<file path="src/rtl/fifo_rd_stream.sv">
// Read-side drain stage for the async FIFO: pops through rd_en/empty/data, absorbs read latency
// in a 3-entry prefetch buffer, and presents a registered valid/ready stream. Option: FIFO_RD_STREAM_CNT_EN.
module fifo_rd_stream #(
  parameter int unsigned Data_width = 8
) (
  input  logic                  clk,
  input  logic                  rst,
  input  logic                  fifo_empty,
  output logic                  fifo_rd_en,
  input  logic [Data_width-1:0] fifo_rd_data,
  output logic                  m_valid,
  input  logic                  m_ready,
  output logic [Data_width-1:0] m_data,
  output logic [1:0]            occupancy
`ifdef FIFO_RD_STREAM_CNT_EN
  ,
  output logic [15:0]           word_count
`endif
);

  localparam int unsigned Depth = 3;
  localparam int unsigned PtrW  = 2;
  localparam int unsigned SumW  = 3;

  logic [Data_width-1:0] mem_q [Depth];
  logic [PtrW-1:0]       wr_ptr_q, rd_ptr_q, wr_ptr_d, rd_ptr_d;
  logic [1:0]            occ_d;
  logic                  inflight_q;
  logic [SumW-1:0]       pending_c;
  logic                  capture_c, pop_c, valid_d;
  logic [Data_width-1:0] head_d;

  function automatic logic [PtrW-1:0] ptr_inc(input logic [PtrW-1:0] p);
    return (p == PtrW'(Depth - 1)) ? '0 : p + PtrW'(1);
  endfunction

  // Issue, capture/pop and next-state of the output register
  always_comb begin
    pending_c  = SumW'(occupancy) + SumW'(inflight_q);
    fifo_rd_en = !rst && !fifo_empty && (pending_c <= SumW'(2));
    capture_c  = inflight_q;
    pop_c      = m_valid && m_ready;
    wr_ptr_d   = capture_c ? ptr_inc(wr_ptr_q) : wr_ptr_q;
    rd_ptr_d   = pop_c ? ptr_inc(rd_ptr_q) : rd_ptr_q;
    occ_d      = occupancy;
    if (capture_c && !pop_c) occ_d = occupancy + 2'd1;
    else if (!capture_c && pop_c) occ_d = occupancy - 2'd1;
    valid_d = (occ_d != 2'd0);
    // A word landing in the slot that becomes the head bypasses the buffer
    head_d = (capture_c && (wr_ptr_q == rd_ptr_d)) ? fifo_rd_data : mem_q[rd_ptr_d];
  end

  always_ff @(posedge clk) begin
    if (rst) begin
      wr_ptr_q   <= '0;
      rd_ptr_q   <= '0;
      occupancy  <= '0;
      inflight_q <= 1'b0;
      m_valid    <= 1'b0;
      m_data     <= '0;
    end else begin
      if (capture_c) mem_q[wr_ptr_q] <= fifo_rd_data;
      wr_ptr_q   <= wr_ptr_d;
      rd_ptr_q   <= rd_ptr_d;
      occupancy  <= occ_d;
      inflight_q <= fifo_rd_en;
      m_valid    <= valid_d;
      m_data     <= head_d;
    end
  end

`ifdef FIFO_RD_STREAM_CNT_EN
  // Accepted-word counter, wraps at 16 bits
  always_ff @(posedge clk) begin
    if (rst) word_count <= '0;
    else if (pop_c) word_count <= word_count + 16'd1;
  end
`endif

endmodule

</file>
<file path="config.mk">
export PLATFORM = sky130hd
export DESIGN_NAME = fifo_rd_stream
export DESIGN_NICKNAME = d
export VERILOG_FILES = /design/src/rtl/fifo_rd_stream.sv
export SDC_FILE = /design/constraint.sdc
export NUM_CORES = 1
export LEC_CHECK = 0
export ABC_AREA = 1
export CAP_MARGIN = 20
export CORE_MARGIN = 2
export CORE_UTILIZATION = 40
export DETAILED_ROUTE_END_ITERATION = 6
export DONT_BUFFER_PORTS = 1
export MAX_ROUTING_LAYER = met4
export PLACE_DENSITY = 0.59
export SKIP_CTS_REPAIR_TIMING = 1
export SLEW_MARGIN = 20
export SYNTH_ARGS = -nofsm -noshare
export SYNTH_HDL_FRONTEND = slang
export SYNTH_SLANG_ARGS = --single-unit
</file>
<file path="constraint.sdc">
create_clock -name clk -period 5.12 [get_ports clk]
set_input_delay 0 -clock clk [delete_from_list [all_inputs] [get_ports clk]]
set_output_delay 0 -clock clk [all_outputs]
set_load 0.02 [all_outputs]
</file>
# Word level (Yosys, flattened, before mapping)
# Memories as Yosys holds them, arrays and structs flattened. A register that Yosys moved wholly into a read port is not among the register bits.
# Index checks and enable logic that the tools add are counted.
[totals] ff_bits=8 romBits=0 mem_bits_rw=24 output_inout_bits=12 wordCells=32 memories=1 latch_bits=0 in_bits=12
[classes] n_eq_ne=2 n_lt_le_gt_ge=1 div_mod_pow=0 add_sub_neg=5 n_bitwise=0 shifts=0 mul=0 n_mux=8 reduce_logical=10
[memory_table] name="mem_q" words=3 word_bits=8 read_ports=1 rd_ports_with_merged_regs=1 write_ports=1 line="25" text="logic [Data_width-1:0] mem_q [Depth];"
[op_table] cell="two-way mux 2 bit" count=5
[op_table] cell="adder 2 x 1 -> 2 bit (second input constant)" count=3
[op_table] cell="logical AND 1 bit" count=5
[op_table] cell="== test 2 bit (second input constant)" count=2
[op_table] cell="zero test 1 bit" count=4
[op_table] cell="adder 2 x 1 -> 3 bit" count=1
[op_table] cell="<= comparator 3 x 2 -> 1 bit (second input constant)" count=1
[op_table] cell="two-way mux 1 bit" count=3
[op_table] cell="nonzero test 2 bit" count=1
[op_table] cell="subtractor 2 x 1 -> 2 bit (second input constant)" count=1

# Longest topological paths before layout
# Gate-level depths: netlist of the first run.
[logic_depth] ltp_word=5 depth_mapped=10 ltp_nobuf=9

# Least setup slack after synthesis of the first run
# Ideal clock, no wire load.
[synth_timing] path_type="flip-flop to flip-flop" start="register inflight_q, in the netlist capture_c" end="memory mem_q[0][0] (enable)" arrival_time_ns=1.315 synth_period_minus_slack_ns=1.701 slack_ns=3.419 t_required_ns=4.734 path_buffers=0 path_stages_with_launch=5 setup_time_ns=0.386 cell_sequence="dfxtp_1 inv_1 nor2_1 inv_1 nor3_1"
[synth_via] elab_chain_cells=3
[synth_lines] item="start, declared" line="28" text="logic inflight_q;"
[synth_lines] item="start signal, assigned" line="66" text="inflight_q <= fifo_rd_en;"
[synth_lines] item="two-way mux 1 bit" line="62" text="if (capture_c) mem_q[wr_ptr_q] <= fifo_rd_data;"
[synth_lines] item="two-way mux 1 bit" line="54" text="if (rst) begin"
[synth_lines] item="two-way mux 1 bit (implied by the code)" line="62"
[synth_lines] item="end, declared" line="25"
# No other way between the ends.

# Final worst setup path of the first run
[layout_timing] start="register occupancy[0]" end="output port fifo_rd_en"
[layout_via] elab_chain_cells=3
[layout_lines] item="start, declared" line="14" text="output logic [1:0] occupancy"
[layout_lines] item="start signal, assigned" line="57" text="occupancy <= '0;"
[layout_lines] item="start signal, assigned" line="65" text="occupancy <= occ_d;"
[layout_lines] item="adder 2 x 1 -> 3 bit" line="39" text="pending_c = SumW'(occupancy) + SumW'(inflight_q);"
[layout_lines] item="<= comparator 3 x 2 -> 1 bit" line="40" text="fifo_rd_en = !rst && !fifo_empty && (pending_c <= SumW'(2));"
[layout_lines] item="logical AND 1 bit" line="40"
[layout_lines] item="end, declared" line="9" text="output logic fifo_rd_en,"
# No other way between the ends.

==> flow_summary.yaml, run 1 <==
timing:
  slew_viol_final: 0
  rsz0062_at_grt: "false"
  fin_setup_tns_ns: 0
  fmax_mhz: 499
  setup_viol: 0
  hold_violations: 1
  relSlewSlack_pct: 48.0
  worst_slack_ns: 3.12
  post-route-period-util_pct: 39.1
  fin_worst_skew_ns: 0.0103
  whs_ns: -0.0796
  finalCriticalPeriod_ns: 2.00
  tightest_slew_ns: 0.776
placement:
  dp.cells: 245
  numPortBuffers: 0
  gp_congestion: 0.749
  hpwl_mm: 2.47
  dpl_worst_slack_ns: 3.11
worst_setup_path:
  critPathLaunchType: "register"
  rr_worst_depth: 8
  cp_top_family: "flip-flops"
  critical_path.cell_chain: "ha_1 > inv_1 > ha_1 > inv_1 > nor3_1 > o21ai_0 > nor2_1"
  r2r-start: "m_valid$_SDFF_PP0_"
  cp.required_ns: 5.12
  ff2ff_setup_slack_ns: 3.12
  path_buf_inv: 2
  worst_r2r_endpoint: "m_data[6]$_SDFF_PP0_"
  critical_path_class: "register to output port"
  worstSetupEndpointType: "output port"
  crit_fanout: 5
  max_stage_delay_ns: 0.54
  cpMaxStageDelayCell: "dfxtp_1"
  cp_data_arrival_time_ns: 2.00
clocking:
  ctsRootBufferMaster: "clkbuf_8"
  cts_num_sinks: 40
  cts_tree: "yes"
  clock_path_buffers: 2
  cts_buffers: 5
  h-tree-depth: 2
  worst_skew_pair.late_latency_ns: 0.30
  clkSlewWorstSetupHoldPaths_ns: 0.08
yosys:
  synth_seq_area_share_pct: 56.6
  syn_inst: 195
  synth_seq_cells: 40
  yosys_warnings: 0
  synthDistinctLibCells: 24
  avgSynthCellArea_um2: 9.44
  synth.cell_area_um2: 1840
  syn-num-nets: 210
run:
  cap_viol_max_count: 0
global_route:
  gr-usage-all-layers_pct: 16.5
  grt_pass1_wl_mm: 6.07
  grt_pass1_vias: 1228
  antenna_found_initial: 0
  grt_max_degree: 14
  grt-ovfl-total: 0
die:
  io_pins: 24
  die-area_um2: 5160
  die_w_um: 71.8
  fp.coreArea_um2: 4380
  die_h_um: 71.8
  initial_core_util_pct: 42.0
  num_rows: 24
drt:
  routed_wirelength_mm: 3.64
  wl_per_cell_um: 13.8
  ant_nets: 0
  drc: 0
  first_iter_violations: 118
  via_count: 1304
  via_per_inst: 4.96
  drtPass1Iterations: 4
worst_hold_path:
  worstHoldStart: "fifo_rd_data[2]"
  hold_end: "m_data[2]$_SDFF_PP0_"
  hold_path.class: "input port to register"
  hold_depth: 4
power:
  total_power_w: 0.000942
  internal-power_w: 0.000643
  pwr-share-comb_pct: 22.6
  power-per-cell-area_nw_per_um2: 443
  p_switching_w: 0.000299
  sequentialPowerShare_pct: 45.2
  p_sw_share_pct: 31.7
  vdd_ir_drop_max_v: 0.000212
  p_clk_share_pct: 32.2
  leakage_nw: 0.896
finish:
  nFillCells: 427
  layout-drive-gt1-share_pct: 12.8
  fin_nets: 225
  syn_to_final_growth_pct: 15.6
  diodes: 0
  instances_no_fill: 263
run_status:
  status: "finished, violations left"
  violations: "negative hold slack"
## through the flow
step	util, %	cell area [µm²]
after floorplan	-	1840
after global placement	43.1	1890
after detailed placement	43.2	1890
after CTS	46.2	2030
after global routing	48.5	2130
final	48.5	2130
## metal layers
metal	share of wire, %	up-vias	wire (µm)	track usage, %
met5	0	-	0	-
met4	1.8	0	65	6.29
met3	6.4	6	232	5.49
met2	46	32	1690	24.8
met1	45	598	1650	20.8
li1	-	668	-	-
## placed cells by master, fill, tap and decap left out, drive strengths merged
cell type / instances
nand2: 43
nand3: 30
inv: 27
nor2: 27
edfxtp: 24
dfxtp: 16
dlygate4sd3: 10
nand3b: 8
clkbuf: 6
nor3: 4
o21ai: 4
ha: 3
a31o: 2
bufinv: 2
buf: 2
clkinv: 1
xnor2: 1
o211ai: 1
## flip-flops by register name (all words and copies together) (netlist names)
signal     cells
rd_ptr_q       2
capture_c      1
mem_q         24
m_data         8
wr_ptr_q       2
occupancy      2
m_valid        1
## Yosys cell counts
master / count / area, µm²
nand2_1: 36 / 135
nand3_1: 28 / 140
inv_1: 26 / 97.6
edfxtp_1: 24 / 721
nor2_1: 24 / 90.1
dfxtp_1: 16 / 320
nand3b_1: 8 / 60.1
nand2_4: 5 / 56.3
nor3_1: 4 / 20.0
ha_1: 3 / 37.5
o21ai_0: 3 / 15.0
a31o_2: 2 / 17.5
buf_6: 2 / 22.5
nand2_2: 2 / 12.5
nand3_2: 2 / 20.0
nor2_4: 2 / 22.5
buf_2: 1 / 5.00
clkbuf_1: 1 / 3.75
clkinv_4: 1 / 8.76
inv_2: 1 / 3.75
nor2_2: 1 / 6.26
o211ai_1: 1 / 7.51
o21ai_2: 1 / 8.76
xnor2_1: 1 / 8.76
## kinds of logic after synthesis
logic type | count (synthesis) | share of synthesized area, %
AO/OA/AOI/OAI | 7 | 2.65
XOR/XNOR | 1 | 0.476
adder cells (fa/ha/maj) | 3 | 2.04
buffers and inverters | 32 | 7.68
flip-flops | 40 | 56.6
AND/OR/NAND/NOR | 112 | 30.6
## worst max path at each step
stage          cells after the start                     from  slack (ns)                     to
2_1_floorplan                      4     capture_c$_SDFF_PP0_        3.42  mem_q[0][0]$_DFFE_PP_
3_3_place_gp                       4     capture_c$_SDFF_PP0_        2.87  mem_q[1][3]$_DFFE_PP_
3_5_place_dp                       8       m_valid$_SDFF_PP0_        3.11   m_data[4]$_SDFF_PP0_
4_1_cts                            7  occupancy[0]$_SDFF_PP0_        3.08             fifo_rd_en
5_1_grt                            5     capture_c$_SDFF_PP0_        2.90  mem_q[2][7]$_DFFE_PP_
6_report                           7  occupancy[0]$_SDFF_PP0_        3.12             fifo_rd_en
## worst register-to-register path, cell delays in order, from the launching register on
cell and delay [ns]:
dfxtp_1 0.49, nand2_4 0.12, nand2_1 0.33, nand2_1 0.37, nand2_1 0.15, nand2_1 0.09
nor2_4 0.21, nor2_1 0.06, nor2_1 0.11
## power by group through the flow
stage / sequential (W) / clock [W] / combinational, W
3_3_place_gp: 0.000435 / 0 / 0.000203
6_report: 0.000426 / 0.000303 / 0.000213
4_1_cts: 0.000427 / 0.000311 / 0.000207
5_1_grt: 0.000431 / 0.000322 / 0.000244
2_1_floorplan: 0.000428 / 0 / 0.000175
3_5_place_dp: 0.000434 / 0 / 0.000207
## area by class of cell
type	count	area, µm²	share of cell area [%]
well taps	52	65.1	3.06
inverters	28	110	5.18
multi-input cells	123	663	31.2
repair buffers	12	115	5.41
clock buffers	6	72.6	3.41
flip-flops and latches	40	1040	48.9
clock inverters	2	60.1	2.82
Note: power is estimated with default switching activity, not from simulation.
==> run 2: changes to the inputs <==
Settings changed: ABC_AREA 1 to 0.
Clock period 5.12 ns to 1.9 ns, I/O delays scaled along.
==> flow_summary.yaml, run 2 <==
yosys:
  synth_seq_area_share_pct: 51.3
  syn-num-nets: 215
  synth_edf_count: 24
  yosysTopAreaCell: "edfxtp_1"
  synthTopCellsByCount: "24 x edfxtp_1, 24 x nor2_1, 21 x nand2_1, 16 x dfxtp_1, 16 x nor2b_1"
  avgSynthCellArea_um2: 10.1
  synth.cell_area_um2: 2030
  synth_top_area_share_pct: 35.5
  syn_inst: 200
  netlist_top_cells_area: "edfxtp_1 36%, dfxtp_1 16%, nor2b_1 4.9%, nor2_1 4.4%, a311o_1 3.9%"
  synth_seq_cells: 40
  synthDistinctLibCells: 35
  yosys_warnings: 0
  async_flop_share_pct: 0
  ys.flop_type: "edfxtp_1"
worst_setup_path:
  path_depth: 7
  rr_worst_depth: 4
  cp.required_ns: 1.90
  cp_top_family: "adder cells"
  critPathLaunchType: "register"
  cp_data_arrival_time_ns: 1.74
  critical_path.cell_chain: "buf_4 > ha_1 > inv_1 > ha_1 > a21oi_1 > nor3_1 > buf_4"
  ff2ff_setup_slack_ns: 0.26
  path_buf_inv: 3
  cpMaxStageDelayCell: "dfxtp_1"
  crit_fanout: 9
  worstSetupEndpointType: "output port"
  worst_r2r_endpoint: "m_data[4]$_SDFF_PP0_"
  r2r-start: "rd_ptr_q[1]$_SDFF_PP0_"
  critical_path_class: "register to output port"
  max_stage_delay_ns: 0.36
run:
  cap_viol_max_count: 0
timing:
  fmax_mhz: 575
  rsz0062_at_grt: "false"
  fin_worst_skew_ns: 0.0102
  relSlewSlack_pct: 37.4
  hold_violations: 0
  slew_viol_final: 0
  tightest_slew_ns: 0.936
  finalCriticalPeriod_ns: 1.74
  post-route-period-util_pct: 91.6
  fin_setup_tns_ns: 0
  setup_viol: 0
die:
  fp.coreArea_um2: 4820
  num_rows: 25
  die_h_um: 75.2
  io_pins: 24
  die_w_um: 75.2
  die-area_um2: 5660
  initial_core_util_pct: 42.1
finish:
  instances_no_fill: 284
  final_area_um2: 2340
  regMostFlops: "mem_q"
  biggestRegsByFlops: "mem_q: 24 flops, m_data: 8 flops"
  nFillCells: 461
  syn_to_final_growth_pct: 15.2
  layout-drive-gt1-share_pct: 13.4
  fin_nets: 232
  multi_input_area_um2: 908
  diodes: 0
  largest_reg_flops: 24
  final_cell_mix: "24 x nor2_1, 24 x edfxtp_1, 21 x nand2_1, 16 x nor2b_1, 15 x dfxtp_1"
  seq_area_um2: 1040
global_route:
  grt_pass1_vias: 1472
  grt-ovfl-total: 0
  grt_pass1_wl_mm: 7.16
  gr-usage-all-layers_pct: 18.3
  antenna_found_initial: 0
  grt_max_degree: 29
clocking:
  cts_tree: "yes"
  ctsRootBufferMaster: "clkbuf_8"
  h-tree-depth: 2
  clock_path_buffers: 2
  worst_skew_pair.late_latency_ns: 0.30
  cts_num_sinks: 40
  clkSlewWorstSetupHoldPaths_ns: 0.08
  cts_buffers: 5
placement:
  dp.cells: 266
  numPortBuffers: 0
  dpl_cell_area_um2: 2150
  hpwl_mm: 3.03
  gp_congestion: 0.757
drt:
  drc: 0
  routed_wirelength_mm: 4.70
  ant_nets: 0
  via_per_inst: 5.50
  wl_per_cell_um: 16.6
  via_count: 1563
  drtPass1Iterations: 4
  first_iter_violations: 138
worst_hold_path:
  hold_depth: 3
  hold_end: "m_data[6]$_SDFF_PP0_"
  worstHoldStart: "fifo_rd_data[6]"
  hold_path.class: "input port to register"
power:
  power-per-cell-area_nw_per_um2: 945
  leakage_nw: 0.849
  vdd_ir_drop_max_v: 0.000387
run_status:
  status: "finished clean"
==> run 2: cell families after synthesis <==
kind of cell    share of synthesized area, %
xor+xnor                                2.16
flops                                   51.3
compound gates                          18.7
fa+ha+maj                               1.85
simple gates                            20.7
mux                                     1.05
buf+inv                                 4.25
==> run 2: metal layers <==
layer | global-route usage [%] | share of wire (%) | vias up | wire, µm
met5 | - | 0 | - | 0
li1 | - | - | 762 | -
met3 | 5.49 | 5.1 | 14 | 242
met4 | 11.7 | 3.9 | 0 | 184
met2 | 26.0 | 48 | 40 | 2240
met1 | 22.7 | 43 | 747 | 2040
==> run 2: worst max-delay path by stage <==
stage | to | slack (ns) | start
floorplan | mem_q[1][0]$_DFFE_PP_ | 0.18 | capture_c$_SDFF_PP0_
global placement | m_data[0]$_SDFF_PP0_ | 0.21 | m_valid$_SDFF_PP0_
detailed placement | m_data[4]$_SDFF_PP0_ | 0.10 | m_valid$_SDFF_PP0_
CTS | fifo_rd_en | 0.04 | occupancy[0]$_SDFF_PP0_
global route | fifo_rd_en | 0.01 | capture_c$_SDFF_PP0_
finish | fifo_rd_en | 0.16 | capture_c$_SDFF_PP0_
==> run 2: where the power goes <==
group	switching, W	internal (W)
Sequential	0.000141	0.00101
Clock	0.000276	0.000249
Combinational	0.000301	0.000236
Total	0.000719	0.00149
==> run 2: through the flow <==
stage / hold slack [ns] / worst slack [ns] / total power (W) / util, %
after global placement: 0.0731 / 0.215 / 0.00165 / 44.6
after global routing: 0.00589 / 0.0102 / 0.00234 / 48.5
after detailed placement: 0.0750 / 0.102 / 0.00167 / 44.6
final: 0.00330 / 0.160 / 0.00221 / 48.5
after CTS: -0.245 / 0.0409 / 0.00220 / 46.2
after floorplan: 0.0768 / 0.185 / 0.00153 / -
==> run 2: layout make-up <==
class,count,share of cell area [%]
timing repair buffer,25,9.20
multi-input combinational,142,38.8
inverter,3,0.482
sequential,40,44.6
clock buffer,6,3.10
clock inverter,1,0.214
tap,67,3.58
==> run 2: tightest hold or removal path: cells and delay by family <==
family / cells / cell delay (ns)
compound gates: 2 / 0.14
simple gates: 1 / 0.11
